File: src/rtl/up_bus_agg_pkg.sv
// Shared types and helpers for the up-bus aggregation stage and its
// per-path transfer trackers.
package up_bus_agg_pkg;

    typedef enum logic [1:0] {
        XFER_IDLE = 2'd0,
        XFER_WAIT = 2'd1,
        XFER_RESP = 2'd2
    } xfer_state_t;

    localparam logic [31:0] DEFAULT_TIMEOUT_DATA = 32'hDEAD_DEAD;

    // True when more than one bit of the ack vector is set.
    function automatic logic multi_hot(input logic [31:0] v);
        return (v & (v - 32'd1)) != 32'd0;
    endfunction

endpackage

File: src/rtl/up_xfer_tracker.sv
// One up-bus transfer path: request broadcast, ack/timeout tracking and
// per-cycle fault pulses. Instantiated once for reads, once for writes.
module up_xfer_tracker
    import up_bus_agg_pkg::*;
#(
    parameter int          ADDR_WIDTH     = 14,
    parameter int          TIMEOUT_CYCLES = 256,
    parameter int          NUM_SLAVES     = 3,
    parameter int          DATA_EN        = 1,
    parameter logic [31:0] TIMEOUT_DATA   = DEFAULT_TIMEOUT_DATA
) (
    input  logic                  i_clk,
    input  logic                  i_rstn,
    input  logic                  i_req,
    input  logic [ADDR_WIDTH-1:0] i_addr,
    input  logic [31:0]           i_data,
    input  logic [NUM_SLAVES-1:0] i_ack,
    input  logic [31:0]           i_rdata,
    output logic                  o_s_req,
    output logic [ADDR_WIDTH-1:0] o_s_addr,
    output logic [31:0]           o_s_data,
    output logic                  o_ack,
    output logic [31:0]           o_rdata,
    output logic                  o_busy_nxt,
    output logic                  o_multi,
    output logic                  o_stray,
    output logic                  o_overrun,
    output logic                  o_timeout
);

    localparam int TW = $clog2(TIMEOUT_CYCLES + 1);
    localparam logic [TW-1:0] TIMER_LAST = TW'(TIMEOUT_CYCLES - 1);

    xfer_state_t           r_state;
    xfer_state_t           w_next;
    logic [TW-1:0]         r_timer;
    logic                  r_s_req;
    logic [ADDR_WIDTH-1:0] r_s_addr;
    logic [31:0]           r_s_data;
    logic                  r_ack;
    logic [31:0]           r_rdata;
    logic                  w_accept;
    logic                  w_to_resp;
    logic [31:0]           w_resp_data;
    logic                  w_any_ack;

    assign w_any_ack = |i_ack;

    // Next-state, response capture and fault detection for this path.
    always_comb begin
        w_next      = r_state;
        w_accept    = 1'b0;
        w_to_resp   = 1'b0;
        w_resp_data = 32'd0;
        o_multi     = 1'b0;
        o_timeout   = 1'b0;
        case (r_state)
            XFER_IDLE: begin
                if (i_req) begin
                    w_next   = XFER_WAIT;
                    w_accept = 1'b1;
                end else begin
                    w_next = XFER_IDLE;
                end
            end
            XFER_WAIT: begin
                // An ack arriving on the last timer cycle still wins.
                if (w_any_ack) begin
                    w_next      = XFER_RESP;
                    w_to_resp   = 1'b1;
                    w_resp_data = (DATA_EN != 0) ? i_rdata : 32'd0;
                    o_multi     = multi_hot(32'(i_ack));
                end else if (r_timer == TIMER_LAST) begin
                    w_next      = XFER_RESP;
                    w_to_resp   = 1'b1;
                    w_resp_data = (DATA_EN != 0) ? TIMEOUT_DATA : 32'd0;
                    o_timeout   = 1'b1;
                end else begin
                    w_next = XFER_WAIT;
                end
            end
            XFER_RESP: begin
                w_next = XFER_IDLE;
            end
            default: begin
                w_next = XFER_IDLE;
            end
        endcase
        o_stray    = w_any_ack && (r_state != XFER_WAIT);
        o_overrun  = i_req && (r_state != XFER_IDLE);
        o_busy_nxt = (w_next != XFER_IDLE);
    end

    // State, timer, broadcast request and registered response.
    always_ff @(posedge i_clk or negedge i_rstn) begin
        if (!i_rstn) begin
            r_state  <= XFER_IDLE;
            r_timer  <= {TW{1'b0}};
            r_s_req  <= 1'b0;
            r_s_addr <= {ADDR_WIDTH{1'b0}};
            r_s_data <= 32'd0;
            r_ack    <= 1'b0;
            r_rdata  <= 32'd0;
        end else begin
            r_state <= w_next;
            if (w_accept) begin
                r_timer <= {TW{1'b0}};
            end else if (r_state == XFER_WAIT) begin
                r_timer <= r_timer + TW'(1'b1);
            end else begin
                r_timer <= r_timer;
            end
            r_s_req <= w_accept;
            if (w_accept) begin
                r_s_addr <= i_addr;
                r_s_data <= i_data;
            end else begin
                r_s_addr <= r_s_addr;
                r_s_data <= r_s_data;
            end
            r_ack   <= w_to_resp;
            r_rdata <= w_to_resp ? w_resp_data : 32'd0;
        end
    end

    assign o_s_req  = r_s_req;
    assign o_s_addr = r_s_addr;
    assign o_s_data = r_s_data;
    assign o_ack    = r_ack;
    assign o_rdata  = r_rdata;

endmodule

File: src/rtl/up_bus_agg.sv
// Up-bus aggregation stage: broadcasts requests to NUM_SLAVES register slices,
// OR-combines their acks/data and reports protocol faults and timeouts.
module up_bus_agg
    import up_bus_agg_pkg::*;
#(
    parameter int          NUM_SLAVES     = 3,
    parameter int          ADDR_WIDTH     = 14,
    parameter int          TIMEOUT_CYCLES = 256,
    parameter logic [31:0] TIMEOUT_DATA   = DEFAULT_TIMEOUT_DATA,
    parameter int          CNT_WIDTH      = 8
) (
    input  logic                     up_clk,
    input  logic                     up_rstn,
    input  logic                     up_wreq,
    input  logic                     up_rreq,
    input  logic [ADDR_WIDTH-1:0]    up_waddr,
    input  logic [ADDR_WIDTH-1:0]    up_raddr,
    input  logic [31:0]              up_wdata,
    output logic                     up_wack,
    output logic                     up_rack,
    output logic [31:0]              up_rdata,
    output logic                     s_wreq,
    output logic                     s_rreq,
    output logic [ADDR_WIDTH-1:0]    s_waddr,
    output logic [ADDR_WIDTH-1:0]    s_raddr,
    output logic [31:0]              s_wdata,
    input  logic [NUM_SLAVES-1:0]    s_wack,
    input  logic [NUM_SLAVES-1:0]    s_rack,
    input  logic [32*NUM_SLAVES-1:0] s_rdata,
    input  logic                     err_clr,
    output logic                     busy,
    output logic                     err_multi,
    output logic                     err_stray,
    output logic                     err_overrun,
    output logic [CNT_WIDTH-1:0]     timeout_cnt
);

    localparam logic [CNT_WIDTH:0] CNT_MAX = {1'b0, {CNT_WIDTH{1'b1}}};

    logic [31:0]          w_rd_or;
    logic [31:0]          w_rd_sdata_unused;
    logic [31:0]          w_wr_rdata_unused;
    logic                 w_rd_busy_nxt, w_wr_busy_nxt;
    logic                 w_rd_multi, w_wr_multi;
    logic                 w_rd_stray, w_wr_stray;
    logic                 w_rd_overrun, w_wr_overrun;
    logic                 w_rd_timeout, w_wr_timeout;
    logic [CNT_WIDTH-1:0] w_cnt_base;
    logic [CNT_WIDTH:0]   w_cnt_sum;
    logic [CNT_WIDTH-1:0] w_cnt_next;
    logic                 r_busy;
    logic                 r_err_multi, r_err_stray, r_err_overrun;
    logic [CNT_WIDTH-1:0] r_timeout_cnt;

    // Read data OR-reduction; non-acking slaves are masked out.
    always_comb begin
        w_rd_or = 32'd0;
        for (int i = 0; i < NUM_SLAVES; i++) begin
            w_rd_or = w_rd_or | (s_rdata[32*i +: 32] & {32{s_rack[i]}});
        end
    end

    up_xfer_tracker #(
        .ADDR_WIDTH     (ADDR_WIDTH),
        .TIMEOUT_CYCLES (TIMEOUT_CYCLES),
        .NUM_SLAVES     (NUM_SLAVES),
        .DATA_EN        (1),
        .TIMEOUT_DATA   (TIMEOUT_DATA)
    ) u_rd (
        .i_clk      (up_clk),
        .i_rstn     (up_rstn),
        .i_req      (up_rreq),
        .i_addr     (up_raddr),
        .i_data     (32'd0),
        .i_ack      (s_rack),
        .i_rdata    (w_rd_or),
        .o_s_req    (s_rreq),
        .o_s_addr   (s_raddr),
        .o_s_data   (w_rd_sdata_unused),
        .o_ack      (up_rack),
        .o_rdata    (up_rdata),
        .o_busy_nxt (w_rd_busy_nxt),
        .o_multi    (w_rd_multi),
        .o_stray    (w_rd_stray),
        .o_overrun  (w_rd_overrun),
        .o_timeout  (w_rd_timeout)
    );

    up_xfer_tracker #(
        .ADDR_WIDTH     (ADDR_WIDTH),
        .TIMEOUT_CYCLES (TIMEOUT_CYCLES),
        .NUM_SLAVES     (NUM_SLAVES),
        .DATA_EN        (0),
        .TIMEOUT_DATA   (TIMEOUT_DATA)
    ) u_wr (
        .i_clk      (up_clk),
        .i_rstn     (up_rstn),
        .i_req      (up_wreq),
        .i_addr     (up_waddr),
        .i_data     (up_wdata),
        .i_ack      (s_wack),
        .i_rdata    (32'd0),
        .o_s_req    (s_wreq),
        .o_s_addr   (s_waddr),
        .o_s_data   (s_wdata),
        .o_ack      (up_wack),
        .o_rdata    (w_wr_rdata_unused),
        .o_busy_nxt (w_wr_busy_nxt),
        .o_multi    (w_wr_multi),
        .o_stray    (w_wr_stray),
        .o_overrun  (w_wr_overrun),
        .o_timeout  (w_wr_timeout)
    );

    // Clear first, then add this cycle's timeouts, saturating at all-ones.
    always_comb begin
        w_cnt_base = err_clr ? {CNT_WIDTH{1'b0}} : r_timeout_cnt;
        w_cnt_sum  = {1'b0, w_cnt_base} + (CNT_WIDTH+1)'(w_rd_timeout)
                                        + (CNT_WIDTH+1)'(w_wr_timeout);
        if (w_cnt_sum > CNT_MAX) begin
            w_cnt_next = CNT_MAX[CNT_WIDTH-1:0];
        end else begin
            w_cnt_next = w_cnt_sum[CNT_WIDTH-1:0];
        end
    end

    // Sticky fault flags, timeout counter and busy.
    always_ff @(posedge up_clk or negedge up_rstn) begin
        if (!up_rstn) begin
            r_busy        <= 1'b0;
            r_err_multi   <= 1'b0;
            r_err_stray   <= 1'b0;
            r_err_overrun <= 1'b0;
            r_timeout_cnt <= {CNT_WIDTH{1'b0}};
        end else begin
            r_busy        <= w_rd_busy_nxt | w_wr_busy_nxt;
            r_err_multi   <= (r_err_multi & ~err_clr) | w_rd_multi | w_wr_multi;
            r_err_stray   <= (r_err_stray & ~err_clr) | w_rd_stray | w_wr_stray;
            r_err_overrun <= (r_err_overrun & ~err_clr) | w_rd_overrun | w_wr_overrun;
            r_timeout_cnt <= w_cnt_next;
        end
    end

    assign busy        = r_busy;
    assign err_multi   = r_err_multi;
    assign err_stray   = r_err_stray;
    assign err_overrun = r_err_overrun;
    assign timeout_cnt = r_timeout_cnt;

endmodule
File: config.mk
export PLATFORM = sky130hd
export DESIGN_NAME = up_bus_agg
export DESIGN_NICKNAME = d
export VERILOG_FILES = /design/src/rtl/up_bus_agg_pkg.sv /design/src/rtl/up_xfer_tracker.sv /design/src/rtl/up_bus_agg.sv
export SDC_FILE = /design/constraint.sdc
export NUM_CORES = 1
export LEC_CHECK = 0
export ABC_AREA = 1
export BUFFER_PORTS_ARGS = -buffer_cell sky130_fd_sc_hd__buf_2
export CORE_MARGIN = 4
export CORE_UTILIZATION = 47
export DETAILED_ROUTE_END_ITERATION = 8
export PLACE_DENSITY = 0.81
export SETUP_SLACK_MARGIN = 0.3
export SYNTH_ARGS = -nofsm -noshare
export SYNTH_HDL_FRONTEND = slang
export SYNTH_SLANG_ARGS = --single-unit
File: constraint.sdc
create_clock -name up_clk -period 3.3 [get_ports up_clk]
set_clock_uncertainty 0.05 [all_clocks]
set_input_delay 0.33 -clock up_clk [delete_from_list [all_inputs] [get_ports up_clk]]
set_output_delay 0.33 -clock up_clk [all_outputs]
set_load 0.03 [all_outputs]
==> results.ini <==
[detailed_routing]
drt_pre_antenna_iters=4
wl_mm=16.1
drc=0
via_per_inst=4.74
avgRoutedWirePerCell_um=13.6
vias=5618
ant_nets=0
drt-initial-drc-count=393

[floorplan]
ioPinCount=275
die_y_um=120
num_rows=40
die_w_um=120
start_util_pct=48.3
core_area_um2=12100
fp.dieArea_um2=14300

[clock_network]
clock_sinks=130
cts_setup_buffers=0
clk_pin_slew_ns=0.06
ctsRootBufferMaster=clkbuf_16
clk-insertion-delay-late_ns=0.40
cts_tree=built
cts_buffers=17
htreeDepth=4
cts_buffer_depth=2

[setup_path]
worstSetupEndpointType=register
critPathRequiredTime_ns=3.58
worstPathCellList=ha_1 > nand3_1 > nor4_1 > ha_1 > nand3_1 > fa_1 > inv_1 > ha_1 > inv_1 > nor2_1 > nand2_1 > nand3_1
crit_cells=12
cp_top_family=adder cells
rr_startpoint=u_rd.r_timer[0]
crit_end=timeout_cnt[7]
path_max_fanout=8
cp-start-kind=register
crit_start=u_rd.r_timer[0]
cpMaxStageDelayCell=fa_1
cp.arrival_ns=2.91
reg2reg_to=timeout_cnt[7]
critical_path_buf_inv_count=2
slowest_delay_ns=0.42
crit_type=reg2reg
reg2reg_depth=12
rrSetupSlack_ns=0.67

[placed_design]
dp_hpwl_mm=11.9
dpl_cell_area_um2=7310
gp_congestion=0.953
port_buffers=274

[global_routing]
grt_pass1_wl_mm=25.7
grt_max_degree=96
antenna_found_initial=0
grt-ovfl-total=0
grtUsageTotal_pct=22.6
first_global_vias=5420

[synthesis]
syn_nets=909
synth_top_area_cell=dfrtp_1
yosysTopAreaCellShare_pct=55.6
synthFlopType=dfrtp_1
synth_edf_count=0
synth_cells=736
async_flop_share_pct=100
synthTopCellsByCount=358 x nand2_1, 130 x dfrtp_1, 59 x nand3_1
synth_seq_cells=130
synth.most_common_cell=nand2_1
synth_seq_area_share_pct=55.6
syn_avg_cell_area_um2=7.95
ys_types=28
syn-cell-area_um2=5850
yosys_warnings=0
synth_area_leaders=dfrtp_1 56%, nand2_1 23%, nand3_1 5.0%

[power]
p_per_area_nw_per_um2=717
p_total_w=0.00566
peakVddDrop_uv=396
p_leak_nw=4.73

[layout]
synthToLayoutAreaGrowth_pct=34.9
drive_gt1_share_pct=32.0
num_antenna_cells=0
final_area_um2=7900
final_nets=1178

[timing]
setup_tns_ns=0
fin_crit_ns=2.63
setup_viol=0
grt_setup_unrepaired=no
hold_violations=0
slew_violations=0
fmax_mhz=381
holdWs_ns=0.0732
slew_headroom_pct=44.3
period_share_pct=79.6
tightest_slew_ns=0.836

[run]
drv_cap=0

[status]
status=completed

[hold_path]
hp-class=in2reg

## worst register-to-register path, delay by kind of cell, from the launching register on
family / cells / cell delay [ns]
and+or+nand+nor: 6 / 0.95
DFF: 1 / 0.38
buffers and inverters: 2 / 0.14
adders and majority gates: 4 / 1.04
## logic make-up (layout without fill, tap and decap cells)
family	Yosys count	count (layout)	share of synthesized area (%)
AND/OR/NAND/NOR	495	495	34.4
flip-flops	130	130	55.6
buffers and inverters	83	365	6.44
AO/OA/AOI/OAI	19	19	1.73
adder cells (fa/ha/maj)	6	6	1.41
XOR/XNOR	3	3	0.449
## layout by cell type, fill, tap and decap left out, drive strengths merged
cell type | netlist | layout
a21oi | 6 | 6
buf | 21 | 281
bufinv | 0 | 3
clkbuf | 11 | 21
clkinv | 0 | 6
clkinvlp | 0 | 1
dfrtp | 130 | 130
dlygate4sd3 | 0 | 1
fa | 1 | 1
ha | 5 | 5
inv | 51 | 52
nand2 | 360 | 360
nand3 | 59 | 59
nand3b | 2 | 2
nand4 | 4 | 4
nor2 | 66 | 66
nor3 | 1 | 1
nor4 | 1 | 1
o211ai | 1 | 1
o21ai | 9 | 9
o22ai | 3 | 3
or2 | 2 | 2
xor2 | 3 | 3
## through the flow
stage	cells	setup slack (ns)	utilization [%]
6_report	1186	0.673	65.2
5_1_grt	1186	0.392	65.2
3_5_place_dp	1153	0.700	60.4
3_3_place_gp	1153	0.718	60.4
2_1_floorplan	736	1.00	-
4_1_cts	1186	0.656	65.2
## flip-flops by register name (all words and copies together), names as in the netlist, 2 cells and up
name           cells
u_wr.r_state       2
u_rd.o_rdata      32
u_rd.r_timer       9
u_rd.r_state       2
u_wr.o_s_addr     14
u_wr.o_s_data     32
u_rd.o_s_addr     14
u_wr.r_timer       9
timeout_cnt        8
## where the power goes
part           switching [W]  internal, W  leakage (nW)
clock network       0.000652      0.00118         0.285
registers           0.000175      0.00194          1.67
logic                0.00123     0.000485          2.77
total                0.00205      0.00361          4.73
## timing repair
action | 4_1_cts | 5_1_grt
endpoints found under the hold margin | 9 | 0
gates resized for setup | 0 | 0
hold buffers | 1 | 0
## how the worst min path moves through the flow
stage,slack [ns],start,endpoint,cells after the start
6_report,0.07,up_wdata[0],u_wr.o_s_data[0],3
3_5_place_dp,0.41,u_rd.o_s_addr[6],u_rd.o_s_addr[6],2
3_3_place_gp,0.41,u_wr.o_s_data[9],u_wr.o_s_data[9],2
4_1_cts,0.06,up_wdata[23],u_wr.o_s_data[23],3
2_1_floorplan,-0.02,up_rstn,busy,0
5_1_grt,0.07,up_raddr[11],u_rd.o_s_addr[11],3
## layout make-up
cell class	instances	area [um2]
multi-input cells	523	2220
clock buffers	21	440
repair buffers	282	1440
well taps	168	210
inverters	51	191
flip-flops and latches	130	3250
clock inverters	11	136
fillers	1067	4220
## routing by layer
metal  routed length (um)  up-vias  track usage [%]
li1                     -     2796                -
met1                 6390     2570             26.1
met2                 8160      218             39.9
met3                 1110       34             5.23
met4                  480        0             10.1
met5                    0        -                0
(Power assumes the default switching activity.)
